`src/rtl/proc_defs_pkg.sv`:
```
// Shared ISA constants for the instruction pipeline control slice:
// opcode/aluop encodings, instruction field positions, bubble word and
// the multdiv busy FSM state type.
package proc_defs_pkg;

  localparam int WORD_W = 32;
  localparam logic [WORD_W-1:0] NOP_INSN = 32'd0;

  localparam int OP_HI  = 31;
  localparam int OP_LO  = 27;
  localparam int RD_HI  = 26;
  localparam int RD_LO  = 22;
  localparam int RS_HI  = 21;
  localparam int RS_LO  = 17;
  localparam int RT_HI  = 16;
  localparam int RT_LO  = 12;
  localparam int ALU_HI = 6;
  localparam int ALU_LO = 2;

  localparam logic [4:0] OP_R    = 5'b00000;
  localparam logic [4:0] OP_BNE  = 5'b00010;
  localparam logic [4:0] OP_JR   = 5'b00100;
  localparam logic [4:0] OP_ADDI = 5'b00101;
  localparam logic [4:0] OP_BLT  = 5'b00110;
  localparam logic [4:0] OP_SW   = 5'b00111;
  localparam logic [4:0] OP_LW   = 5'b01000;
  localparam logic [4:0] OP_BEQ  = 5'b01001;
  localparam logic [4:0] OP_LED  = 5'b01010;

  localparam logic [4:0] ALU_MUL = 5'b00110;
  localparam logic [4:0] ALU_DIV = 5'b00111;

  typedef enum logic {
    MD_IDLE = 1'b0,
    MD_BUSY = 1'b1
  } md_state_t;

  // Opcodes that read their rd field as a source operand in decode.
  function automatic logic reads_rd(input logic [4:0] op);
    return (op == OP_BNE) || (op == OP_BLT) || (op == OP_BEQ) ||
           (op == OP_JR)  || (op == OP_LED);
  endfunction

endpackage

```
`src/rtl/insn_pipe_ctrl_if.sv`:
```
// Bundle of the pipeline controller's fetch/branch/multdiv inputs and its
// pipeline-register, stall and status outputs. The controller is the slave.
interface insn_pipe_ctrl_if #(
  parameter int INSN_W      = 32,
  parameter int STALL_CNT_W = 16
);
  logic [INSN_W-1:0]      imem_insn;
  logic                   branch_taken;
  logic                   md_rdy;
  logic [INSN_W-1:0]      fd_insn;
  logic [INSN_W-1:0]      dx_insn;
  logic [INSN_W-1:0]      xm_insn;
  logic [INSN_W-1:0]      mw_insn;
  logic                   pc_en;
  logic                   md_start;
  logic [STALL_CNT_W-1:0] stall_cycles;
  logic                   md_timeout;

  modport master (
    output imem_insn, branch_taken, md_rdy,
    input  fd_insn, dx_insn, xm_insn, mw_insn,
    input  pc_en, md_start, stall_cycles, md_timeout
  );

  modport slave (
    input  imem_insn, branch_taken, md_rdy,
    output fd_insn, dx_insn, xm_insn, mw_insn,
    output pc_en, md_start, stall_cycles, md_timeout
  );
endinterface

```
`src/rtl/hazard_detect.sv`:
```
// Load-use hazard detection between the F/D and D/X instruction words.
// A store behind a load of its data register is not flagged: the W->M
// bypass forwards it. Register 0 never creates a hazard.
module hazard_detect
  import proc_defs_pkg::*;
(
  input  logic [WORD_W-1:0] fd_insn,
  input  logic [WORD_W-1:0] dx_insn,
  output logic              load_use
);

  logic [4:0] fd_op, fd_rd, fd_rs, fd_rt;
  logic [4:0] dx_op, dx_rd;

  assign fd_op = fd_insn[OP_HI:OP_LO];
  assign fd_rd = fd_insn[RD_HI:RD_LO];
  assign fd_rs = fd_insn[RS_HI:RS_LO];
  assign fd_rt = fd_insn[RT_HI:RT_LO];
  assign dx_op = dx_insn[OP_HI:OP_LO];
  assign dx_rd = dx_insn[RD_HI:RD_LO];

  // Fields the hazard logic never looks at.
  logic unused_bits;
  assign unused_bits = ^{fd_insn[RT_LO-1:0], dx_insn[RD_LO-1:0]};

  // Flag a consumer in FD that reads the register the DX load writes.
  always_comb begin
    load_use = 1'b0;
    if (dx_op == OP_LW && dx_rd != 5'd0) begin
      load_use = (fd_rs == dx_rd) ||
                 (fd_op == OP_R && fd_rt == dx_rd) ||
                 (reads_rd(fd_op) && fd_rd == dx_rd);
    end
  end

endmodule

```
`src/rtl/insn_pipe_ctrl.sv`:
```
// FD/DX/XM/MW instruction-word registers with load-use stall, taken-branch
// flush and multdiv busy handling. Optional build macro
// MULTDIV_TIMEOUT_EN adds a forced multdiv release after MD_TIMEOUT busy
// cycles and a sticky md_timeout flag; without it md_timeout is tied 0.
module insn_pipe_ctrl
  import proc_defs_pkg::*;
#(
  parameter int                INSN_W      = WORD_W,
  parameter logic [INSN_W-1:0] NOP         = NOP_INSN,
  parameter int                STALL_CNT_W = 16
`ifdef MULTDIV_TIMEOUT_EN
  , parameter int              MD_TIMEOUT  = 64
`endif
) (
  input logic            clock,
  input logic            reset,
  insn_pipe_ctrl_if.slave bus
);

  logic [INSN_W-1:0]      fd_q, dx_q, xm_q, mw_q;
  md_state_t              state_q;
  logic [STALL_CNT_W-1:0] stall_q;
  logic                   load_use;
  logic                   dx_md;
  logic                   md_start_c;
  logic                   md_release;
  logic                   timeout_hit;
  logic                   pc_en_c;

  hazard_detect u_hazard (
    .fd_insn  (fd_q),
    .dx_insn  (dx_q),
    .load_use (load_use)
  );

  assign dx_md = (dx_q[OP_HI:OP_LO] == OP_R) &&
                 ((dx_q[ALU_HI:ALU_LO] == ALU_MUL) || (dx_q[ALU_HI:ALU_LO] == ALU_DIV));

  // A new launch only from IDLE, so an md_rdy coinciding with md_start is ignored.
  assign md_start_c = (state_q == MD_IDLE) && dx_md;
  assign md_release = (state_q == MD_BUSY) && (bus.md_rdy || timeout_hit);

  // PC/FD advance enable, in priority order busy > launch > branch > load-use.
  always_comb begin
    pc_en_c = 1'b1;
    if (state_q == MD_BUSY)  pc_en_c = md_release;
    else if (md_start_c)     pc_en_c = 1'b0;
    else if (bus.branch_taken) pc_en_c = 1'b1;
    else if (load_use)       pc_en_c = 1'b0;
  end

  // Pipeline registers, busy FSM and saturating stall counter.
  always_ff @(posedge clock or posedge reset) begin
    if (reset) begin
      fd_q    <= NOP;
      dx_q    <= NOP;
      xm_q    <= NOP;
      mw_q    <= NOP;
      state_q <= MD_IDLE;
      stall_q <= '0;
    end else begin
      if (!pc_en_c && stall_q != '1) stall_q <= stall_q + STALL_CNT_W'(1);

      if (state_q == MD_BUSY) begin
        if (md_release) begin
          fd_q    <= bus.imem_insn;
          dx_q    <= fd_q;
          xm_q    <= dx_q;
          mw_q    <= xm_q;
          state_q <= MD_IDLE;
        end else begin
          xm_q <= NOP;
          mw_q <= xm_q;
        end
      end else if (md_start_c) begin
        xm_q    <= NOP;
        mw_q    <= xm_q;
        state_q <= MD_BUSY;
      end else if (bus.branch_taken) begin
        fd_q <= NOP;
        dx_q <= NOP;
        xm_q <= dx_q;
        mw_q <= xm_q;
      end else if (load_use) begin
        dx_q <= NOP;
        xm_q <= dx_q;
        mw_q <= xm_q;
      end else begin
        fd_q <= bus.imem_insn;
        dx_q <= fd_q;
        xm_q <= dx_q;
        mw_q <= xm_q;
      end
    end
  end

`ifdef MULTDIV_TIMEOUT_EN
  localparam int MD_CNT_W = $clog2(MD_TIMEOUT + 1);

  logic [MD_CNT_W-1:0] md_cnt_q;
  logic                md_timeout_q;

  assign timeout_hit = (state_q == MD_BUSY) && (md_cnt_q == '0);

  // Busy down-counter: loaded at launch, terminal count forces release.
  always_ff @(posedge clock or posedge reset) begin
    if (reset) begin
      md_cnt_q     <= '0;
      md_timeout_q <= 1'b0;
    end else if (md_start_c) begin
      md_cnt_q <= MD_CNT_W'(MD_TIMEOUT - 1);
    end else if (state_q == MD_BUSY) begin
      if (md_release) md_cnt_q <= '0;
      else            md_cnt_q <= md_cnt_q - MD_CNT_W'(1);
      if (timeout_hit && !bus.md_rdy) md_timeout_q <= 1'b1;
    end
  end

  assign bus.md_timeout = md_timeout_q;
`else
  assign timeout_hit    = 1'b0;
  assign bus.md_timeout = 1'b0;
`endif

  assign bus.fd_insn      = fd_q;
  assign bus.dx_insn      = dx_q;
  assign bus.xm_insn      = xm_q;
  assign bus.mw_insn      = mw_q;
  assign bus.pc_en        = pc_en_c;
  assign bus.md_start     = md_start_c;
  assign bus.stall_cycles = stall_q;

endmodule

```
`src/flat_wrapper.sv`:
```
// flat-port wrapper written by rule: the top's interface ports become plain ports
module insn_pipe_ctrl_flat import proc_defs_pkg::*;
#(
  parameter int                INSN_W      = WORD_W,
  parameter logic [INSN_W-1:0] NOP         = NOP_INSN,
  parameter int                STALL_CNT_W = 16

)
  (clock, reset, bus_imem_insn, bus_branch_taken, bus_md_rdy, bus_fd_insn, bus_dx_insn, bus_xm_insn, bus_mw_insn, bus_pc_en, bus_md_start, bus_stall_cycles, bus_md_timeout);
  insn_pipe_ctrl_if #(.INSN_W(INSN_W), .STALL_CNT_W(STALL_CNT_W)) bus_i ();
  input logic clock;
  input logic reset;
  input wire logic [$bits(bus_i.imem_insn)-1:0] bus_imem_insn;
  input wire logic [$bits(bus_i.branch_taken)-1:0] bus_branch_taken;
  input wire logic [$bits(bus_i.md_rdy)-1:0] bus_md_rdy;
  output wire logic [$bits(bus_i.fd_insn)-1:0] bus_fd_insn;
  output wire logic [$bits(bus_i.dx_insn)-1:0] bus_dx_insn;
  output wire logic [$bits(bus_i.xm_insn)-1:0] bus_xm_insn;
  output wire logic [$bits(bus_i.mw_insn)-1:0] bus_mw_insn;
  output wire logic [$bits(bus_i.pc_en)-1:0] bus_pc_en;
  output wire logic [$bits(bus_i.md_start)-1:0] bus_md_start;
  output wire logic [$bits(bus_i.stall_cycles)-1:0] bus_stall_cycles;
  output wire logic [$bits(bus_i.md_timeout)-1:0] bus_md_timeout;
  assign bus_i.imem_insn = bus_imem_insn;
  assign bus_i.branch_taken = bus_branch_taken;
  assign bus_i.md_rdy = bus_md_rdy;
  assign bus_fd_insn = bus_i.fd_insn;
  assign bus_dx_insn = bus_i.dx_insn;
  assign bus_xm_insn = bus_i.xm_insn;
  assign bus_mw_insn = bus_i.mw_insn;
  assign bus_pc_en = bus_i.pc_en;
  assign bus_md_start = bus_i.md_start;
  assign bus_stall_cycles = bus_i.stall_cycles;
  assign bus_md_timeout = bus_i.md_timeout;
  insn_pipe_ctrl #(.INSN_W(INSN_W), .NOP(NOP), .STALL_CNT_W(STALL_CNT_W)) u_core (.clock(clock), .reset(reset), .bus(bus_i));
endmodule
```
`config.mk`:
```
export PLATFORM = sky130hd
export DESIGN_NAME = insn_pipe_ctrl_flat
export DESIGN_NICKNAME = d
export VERILOG_FILES = /design/src/rtl/proc_defs_pkg.sv /design/src/rtl/insn_pipe_ctrl_if.sv /design/src/rtl/hazard_detect.sv /design/src/rtl/insn_pipe_ctrl.sv /design/src/flat_wrapper.sv
export SDC_FILE = /design/constraint.sdc
export NUM_CORES = 1
export LEC_CHECK = 0
export CAP_MARGIN = 30
export CORE_MARGIN = 1
export CORE_UTILIZATION = 49
export DETAILED_ROUTE_END_ITERATION = 12
export GPL_ROUTABILITY_DRIVEN = 1
export PLACE_DENSITY = 0.89
export SETUP_SLACK_MARGIN = 0.3
export SLEW_MARGIN = 30
export SYNTH_ARGS = -nofsm -noshare
export SYNTH_HDL_FRONTEND = slang
export SYNTH_SLANG_ARGS = --single-unit
export TNS_END_PERCENT = 1
```
`constraint.sdc`:
```
create_clock -name clock -period 15.2 [get_ports clock]
set_clock_uncertainty 0.2 [all_clocks]
set_input_delay 3.04 -clock clock [delete_from_list [all_inputs] [get_ports clock]]
set_output_delay 3.04 -clock clock [all_outputs]
set_load 0.02 [all_outputs]
```
Word-level counts from Yosys, hierarchy flattened
Cells that the tools add are included.
{"block": "word_totals", "reg_bits": 145, "input_bits": 36, "out_inout_bits": 147, "word_cells": 64}
{"block": "op_classes", "add_sub_neg": 1, "eq_ne": 15, "mux": 21, "n_bitwise": 1, "n_reduce_logical": 20}
{"operator": "32-bit two-way mux", "count": 13}
{"operator": "5-bit by 3-bit equality test with 1-bit output (second input constant)", "count": 4}
{"operator": "16-bit by 1-bit adder with 16-bit output (second input constant)", "count": 1}
{"operator": "16-bit != test (second input constant)", "count": 1}
{"operator": "5-bit by 4-bit equality test with 1-bit output (second input constant)", "count": 3}
{"operator": "5-bit equality test", "count": 3}
{"operator": "5-bit logical NOT", "count": 2}
{"operator": "1-bit two-way mux", "count": 8}
{"operator": "1-bit logical AND", "count": 7}
{"operator": "1-bit logical OR", "count": 7}
{"operator": "5-bit by 2-bit equality test with 1-bit output (second input constant)", "count": 1}
{"operator": "5-bit nonzero test", "count": 1}
{"operator": "3-bit by 2-bit != test with 1-bit output (second input constant)", "count": 1}
{"operator": "3-bit AND reduction", "count": 1}
{"operator": "2-bit by 1-bit != test with 1-bit output (second input constant)", "count": 1}
{"operator": "2-bit != test (second input constant)", "count": 1}
{"operator": "2-bit AND reduction", "count": 1}
{"operator": "1-bit logical NOT", "count": 1}
{"operator": "1-bit inverter", "count": 1}

Logic depth before layout (Yosys ltp)
Gate-level depths: netlist (run 1).
{"block": "logic_depth", "depth_word": 14, "ltp_mapped": 11, "mapped_depth_nobuf": 9}

Hierarchy
A second synthesis (run 1) with hierarchy kept.
{"block": "hier_totals", "hier_cells": 483, "area_unflattened_um2": 5413.9}
{"module": "insn_pipe_ctrl", "n_inst": 1, "cells_each": 454, "area_each_um2": 5196.2, "seq_area_each_um2": 3628.5}
{"module": "hazard_detect", "n_inst": 1, "cells_each": 29, "area_each_um2": 217.7, "seq_area_each_um2": 0.0}

Worst setup path before layout (run 1)
Ideal clock, no wire load.
{"block": "synth_path", "path_type": "input -> output", "start": "input port bus_md_rdy", "end": "output port bus_pc_en", "t_arrival_ns": 3.843, "t_required_ns": 11.960, "setup_slack_ns": 8.117, "path_stages": 6, "path_buffers": 1, "cell_sequence": "nand2b_1 > nor2b_1 > buf_4 > inv_2 > a31o_4 > inv_4"}
{"block": "synth_between", "elab_chain_cells": 2}
{"element": "start: declaration", "line": "flat_wrapper.sv:15", "rtl": "input wire logic [$bits(bus_i.md_rdy)-1:0] bus_md_rdy;"}
{"element": "1-bit logical AND", "line": "insn_pipe_ctrl.sv:41", "rtl": "assign md_release = (state_q == MD_BUSY) && (bus.md_rdy || timeout_hit);"}
{"element": "1-bit two-way mux", "line": "insn_pipe_ctrl.sv:46", "rtl": "if (state_q == MD_BUSY) pc_en_c = md_release;"}
{"element": "end: declaration", "line": "flat_wrapper.sv:20", "rtl": "output wire logic [$bits(bus_i.pc_en)-1:0] bus_pc_en;"}
No other way between the ends.

Worst setup path in the final report (run 1)
Ends and elaborated chain as after synthesis.

==> run summary, run 1 <==
### Run status
• finished clean — status

### Min path
• u_core.bus.mw_insn[7] — hold worst-path end
• register to register — worst min path class
• u_core.bus.xm_insn[7] — startpoint of the most critical hold path
• 0 — cell count of the worst hold path

### Final layout
• 704 — number of nets in the layout
• sky130_fd_sc_hd__clkdlybuf4s50_1 — commonest non-fill, non-tap cell in the layout
• 741 — count of filler cells inserted in the layout
• 74.2% — final core utilization
• 181 x sky130_fd_sc_hd__clkdlybuf4s50_1, 145 x sky130_fd_sc_hd__dfrtp_1, 126 x sky130_fd_sc_hd__nand2_1, 32 x sky130_fd_sc_hd__and2_1 — commonest non-fill, non-tap cells in the layout
• 819 — Non-Filler Instances
• 0 — antenna cell count
• 8120 sq um — cell area after layout
• 46.3% — Area Growth Syn to Fin
• 7.51% — fraction of final layout cells sized beyond drive strength 1

### Floorplan
• 108 um — DIE WIDTH
• 38 — number of standard-cell rows in the floorplan
• 11700 sq um — total die area
• 50.7% — initial standard-cell utilization of the core
• 108 um — Chip Height
• 183 — count of boundary I/O pins
• 10900 sq um — core area

### Setup path
• 11820 ps — minimum setup slack among reg-to-reg paths
• 11960 ps — required time reported for the critical path endpoint
• 9 — number of cell instances on the worst register-to-register path
• 6180 ps — critical path data arrival time
• primary input — nature of the critical path startpoint
• u_core.bus.dx_insn[27] — source of the worst register-to-register timing path
• u_core.bus.stall_cycles[1] — endpoint of the worst-slack reg-to-reg timing path
• primary input to output port — Crit Path Class
• output port — type of destination of the critical path
• 78 — worst-path fanout max

### Placed design
• 9.30 mm — HPWL after detailed placement
• 181 — Port Buf Inserts
• 0.779 — weighted congestion reported at the end of routability-driven placement
• 7380 sq um — standard cell area after detailed placement
• 787 — Placed Cells

### STA
• 0 — Setup-failing EPs final
• 45.5% — relative slew slack
• 9420 ps — final worst path period need
• 817 ps — Slew @ Worst Pin
• no — RSZ-0062 raised after global routing
• 61.9% — final cycle utilization of the critical path
• 0.106 GHz — Fmax achieved
• 0 — Final Hold Fails
• 0 ps — Final TNS setup
• 0 — total count of max-transition violations in the final report

### Logic synthesis
• 0 — number of warnings printed during yosys synthesis
• sky130_fd_sc_hd__dfrtp_1 — cell taking the most area after synthesis
• 43 — count of different cell masters after synthesis
• 11.2 sq um — Avg Inst Size Synth
• 531 — Post-Synthesis Net Count
• 65.4% — share of synthesized area occupied by flip-flops and latches
• 100% — fraction of registers with async set/reset
• 65.4% — post-synth top area share
• 5550 sq um — Syn Std Cell Area
• sky130_fd_sc_hd__dfrtp_1 65%, sky130_fd_sc_hd__nand2_1 8.5%, sky130_fd_sc_hd__and2_1 3.6% — leading cell types by total area after synthesis
• 494 — number of instances in the synthesized netlist
• 0 — number of synthesized flops with an enable pin
• sky130_fd_sc_hd__dfrtp_1 — top flip-flop cell by instance count after synthesis
• 145 — FF+latch count, synth

### Detailed routing
• 5.21 — number of vias per cell
• 0 — Detail Route Antenna Nets
• 4264 — Via Count
• 13.8 mm — Total Wirelength
• 0 — DRC viols
• 207 — drt first-iter violations
• 16.9 um — average wire per cell in the routed design
• 4 — first drt pass iteration count

### Clocking
• 410 ps — latest clock arrival within the worst-skew pair
• 4 — H-tree depth reported by CTS
• sky130_fd_sc_hd__clkbuf_16 — Clock Root Buffer
• 0 — hold buffers post-CTS
• 2 — maximum number of buffers from clock root to sink
• 60 ps — clock edge transition at the registers on the reported setup and hold paths
• 0 — post-cts repair resize count
• 0 — number of buffers added for setup after CTS
• yes — TritonCTS clock tree
• 17 — Num CTS Buffers
• 145 — clock net sink count

### Global route
• 25.0% — Total Routing Usage GR
• 0 — Congestion Overflow GR
• 22.0 mm — first-pass GRT wire length
• 0 — initial antenna violation count
• 4371 — via count of the first global-routing pass
• 80 — maximum number of pins on one net before global-route repair

### Power
• 0.0783 mV — IR Drop Worst-Case VDD
• 22.6% — Sw Share
• 47.3% — portion of total power attributed to the clock network
• 3.58 nW — reported leakage power
• 11.7% — share of total power in combinational logic
• 0.236 mW — Net Switching
• 0.806 mW — cell internal pwr
• 128 nW/um^2 — Power Density
• 41.0% — fraction of power consumed by sequential logic

### Flow run
• 0 — max cap viols

==> worst max-delay path by stage <==
stage                                  endpoint  depth (start not counted)  startpoint  slack, ps
after floorplan           u_core.bus.dx_insn[0]                          1       reset       8070
after global placement                bus_pc_en                          7  bus_md_rdy       5410
after detailed placement              bus_pc_en                          7  bus_md_rdy       5290
after CTS                             bus_pc_en                          7  bus_md_rdy       5240
after global routing                  bus_pc_en                          7  bus_md_rdy       5590
final                                 bus_pc_en                          7  bus_md_rdy       5780
==> kinds of logic (layout without fill, tap and decap cells) <==
logic type	after synthesis	count (layout)	share of synthesized area [%]
multiplexers	5	5	1.08
adder cells (fa/ha/maj)	1	1	0.226
flip-flops	145	145	65.4
buffers and inverters	33	218	3.50
XOR/XNOR	29	29	4.58
AND/OR/NAND/NOR	206	206	17.4
other	1	1	0.0676
AO/OA/AOI/OAI	74	74	7.72
==> synthesized netlist by cell type, drive strengths merged (3+ instances only) <==
cell      n
nand2   126
nand3    10
dfrtp   145
nor3      4
nand4     8
inv       3
and2     32
a21oi    32
xnor2    19
and3      5
buf      17
a32o      4
o21ai    33
nor2      9
mux2      5
xor2     10
clkbuf   13
==> power groups by stage <==
stage               registers, mW  clock network (mW)  logic [mW]
floorplan                   0.454                   0      0.0361
global placement            0.432                   0       0.119
detailed placement          0.434                   0       0.122
CTS                         0.428               0.498       0.123
global route                0.430               0.514       0.131
finish                      0.428               0.493       0.122
==> stage by stage <==
stage	hold WS, ps	setup slack [ps]	total power [mW]
after global routing	185	5590	1.08
after detailed placement	160	5290	0.555
after CTS	172	5240	1.05
final	172	5780	1.04
after global placement	156	5410	0.551
after floorplan	294	8070	0.490
==> sequential cells by signal, indices dropped and copies added, names as in the netlist <==
name                     count
u_core.bus.dx_insn          32
u_core.bus.fd_insn          32
u_core.bus.mw_insn          32
u_core.bus.xm_insn          32
u_core.bus.stall_cycles     16
u_core.state_q               1
==> critical path, cell delays in order <==
cell and delay [ps]:
sky130_fd_sc_hd__clkdlybuf4s50_1 580, sky130_fd_sc_hd__nand2b_1 280, sky130_fd_sc_hd__nor2b_4 540, sky130_fd_sc_hd__inv_2 390, sky130_fd_sc_hd__a31o_4 540, sky130_fd_sc_hd__inv_4 170, sky130_fd_sc_hd__clkdlybuf4s50_1 610
==> layout make-up <==
class / count / area [sq um] / area share [%]
Timing Repair Buffer: 184 / 1850 / 22.8
Inverter: 3 / 18.8 / 0.231
Tap cell: 140 / 175 / 2.16
Clock buffer: 22 / 484 / 5.97
Sequential cell: 145 / 3630 / 44.7
Clock inverter: 9 / 224 / 2.76
Multi-Input combinational cell: 316 / 1730 / 21.3
==> metal layers <==
layer / track usage (%) / share of wire [%] / up-vias / wire length [um]
met5: 0 / 0 / - / 0
met4: 8.49 / 1.0 / 0 / 144
met3: 6.87 / 7.4 / 17 / 1020
met2: 44.3 / 53 / 173 / 7320
met1: 29.3 / 39 / 2113 / 5340
li1: - / - / 1961 / -
No activity file was read; power rests on OpenSTA's default activity.
==> run 2: changes to the inputs <==
CORE_UTILIZATION = 46   (was 49)
PLACE_DENSITY = 0.84   (was 0.89)
clock period = 9.69 ns   (was 15.2 ns; I/O delays follow)
==> run summary, run 2 (synthesized netlist as in run 1, its figures left out) <==
### Floorplan
• 112 um — DIE WIDTH, was 108 um
• 11600 sq um — core area, was 10900 sq um
• 183 — count of boundary I/O pins, unchanged
• 47.9% — initial standard-cell utilization of the core, was 50.7%
• 39 — number of standard-cell rows in the floorplan, was 38
• 12500 sq um — total die area, was 11700 sq um
• 112 um — Chip Height, was 108 um

### STA
• 0 — Setup-failing EPs final, unchanged
• 0 — Final Hold Fails, unchanged
• 0 — total count of max-transition violations in the final report, unchanged
• 0 ps — Final TNS setup, unchanged
• 2850 ps — Setup WS post-layout, was 5780 ps
• 45.4% — relative slew slack, was 45.5%
• 70.6% — final cycle utilization of the critical path
• 6840 ps — final worst path period need
• 817 ps — Slew @ Worst Pin, about the same
• 0.146 GHz — Fmax achieved
• no — RSZ-0062 raised after global routing, unchanged

### Clocking
• 0 — post-cts repair resize count, unchanged
• 0 — hold buffers post-CTS, unchanged
• 0 — number of buffers added for setup after CTS, unchanged
• yes — TritonCTS clock tree, unchanged
• 17 — Num CTS Buffers, unchanged
• 410 ps — latest clock arrival within the worst-skew pair, about the same
• 4 — H-tree depth reported by CTS, unchanged
• sky130_fd_sc_hd__clkbuf_16 — Clock Root Buffer, unchanged
• 145 — clock net sink count, unchanged
• 2 — maximum number of buffers from clock root to sink, unchanged
• 60 ps — clock edge transition at the registers on the reported setup and hold paths, about the same

### Detailed routing
• 9 — first drt pass iteration count, was 4
• 4225 — Via Count, was 4264
• 0 — Detail Route Antenna Nets, unchanged
• 5.15 — number of vias per cell, was 5.21
• 229 — drt first-iter violations, was 207
• 16.5 um — average wire per cell in the routed design, was 16.9 um
• 13.6 mm — Total Wirelength, was 13.8 mm
• 18 — DRC viols, was 0

### Power
• 192 nW/um^2 — Power Density, was 128 nW/um^2
• 0.0932 mV — IR Drop Worst-Case VDD, was 0.0783 mV
• 3.52 nW — reported leakage power, was 3.58 nW
• 1.54 mW — total power, was 1.04 mW

### Placed design
• 0.749 — weighted congestion reported at the end of routability-driven placement, was 0.779
• 181 — Port Buf Inserts, unchanged
• 791 — Placed Cells, was 787
• 9.11 mm — HPWL after detailed placement, was 9.30 mm
• 2880 ps — worst-case setup slack after placement, was 5290 ps

### Final layout
• 821 — Non-Filler Instances, was 819
• sky130_fd_sc_hd__clkdlybuf4s50_1 — commonest non-fill, non-tap cell in the layout, unchanged
• 181 x sky130_fd_sc_hd__clkdlybuf4s50_1, 145 x sky130_fd_sc_hd__dfrtp_1, 126 x sky130_fd_sc_hd__nand2_1, 32 x sky130_fd_sc_hd__and2_1 — commonest non-fill, non-tap cells in the layout, unchanged
• 0 — antenna cell count, unchanged
• 44.4% — Area Growth Syn to Fin, was 46.3%
• 7.37% — fraction of final layout cells sized beyond drive strength 1, was 7.51%
• 704 — number of nets in the layout, unchanged
• 69.3% — final core utilization, was 74.2%

### Setup path
• primary input — nature of the critical path startpoint, unchanged
• 4700 ps — critical path data arrival time, was 6180 ps
• 680 ps — peak per-stage delay on the critical path, was 610 ps
• output port — type of destination of the critical path, unchanged
• clkdlybuf4s50_1 > nand2b_1 > nor2b_4 > inv_2 > a31o_4 > inv_4 > clkdlybuf4s50_1 — chain of cells forming the critical path, unchanged
• primary input to output port — Crit Path Class, unchanged
• sky130_fd_sc_hd__clkdlybuf4s50_1 — Crit path top cell by count, unchanged
• 7550 ps — required time reported for the critical path endpoint, was 11960 ps
• 78 — worst-path fanout max, unchanged
• sky130_fd_sc_hd__a31o_4 — critical-path cell with the highest stage delay, was sky130_fd_sc_hd__clkdlybuf4s50_1

### Flow run
• 0 — max cap viols, unchanged

### Run status
• finished, violations left — status, was finished clean
• DRC — violations in the final reports

### Global route
• 22.4 mm — first-pass GRT wire length, was 22.0 mm
• 4299 — via count of the first global-routing pass, was 4371
• 80 — maximum number of pins on one net before global-route repair, unchanged
• 22.9% — Total Routing Usage GR, was 25.0%
• 0 — Congestion Overflow GR, unchanged
• 0 — initial antenna violation count, unchanged

### Min path
• register to register — worst min path class, unchanged

run 2: power breakdown:
part	internal (mW)	switching [mW]
sequential	0.638	0.0310
combinational	0.0910	0.0995
clock	0.441	0.239
run 2: final cells by class:
cell class / instances / area [sq um]
multi-input combinational: 316 / 1730
clock buffer: 20 / 457
tap: 143 / 179
inverter: 3 / 18.8
fill: 871 / 3550
timing repair buffer: 184 / 1840
sequential: 145 / 3630
clock inverter: 10 / 159
run 2: worst max-delay path: cells and delay by family:
family                 cells  cell delay [ps]
buffers and inverters      4             1590
AOI/OAI and AO/OA          1              680
and+or+nand+nor            2              470
run 2: path summary, 6_finish.rpt:
path | from | end | slack, ps | cells past startpoint
worst min-delay path | u_core.bus.xm_insn[17] | u_core.bus.mw_insn[17] | 170 | 0
worst min register to register | u_core.bus.xm_insn[17] | u_core.bus.mw_insn[17] | 170 | 0
min in group asynchronous | reset | u_core.bus.mw_insn[12] | 1800 | 2
max in group asynchronous | reset | u_core.bus.fd_insn[19] | 6410 | 3
worst max register to register | u_core.bus.dx_insn[27] | u_core.bus.stall_cycles[1] | 6450 | 9
worst max-delay path | bus_md_rdy | bus_pc_en | 2850 | 7
run 2: metal layers:
layer | part of all wire, % | vias up | track usage [%]
met1 | 40 | 2070 | 27.5
met3 | 7.5 | 20 | 6.97
li1 | - | 1967 | -
met2 | 51 | 168 | 39.5
met5 | 0 | - | 0
met4 | 1.5 | 0 | 7.03
run 2: metrics by stage:
| stage | hold slack [ps] | area [sq um] |
|---|---|---|
| after floorplan | 294 | 5550 |
| after global placement | 157 | 7390 |
| after detailed placement | 160 | 7390 |
| after CTS | 172 | 8010 |
| after global routing | 177 | 8010 |
| final | 169 | 8010 |
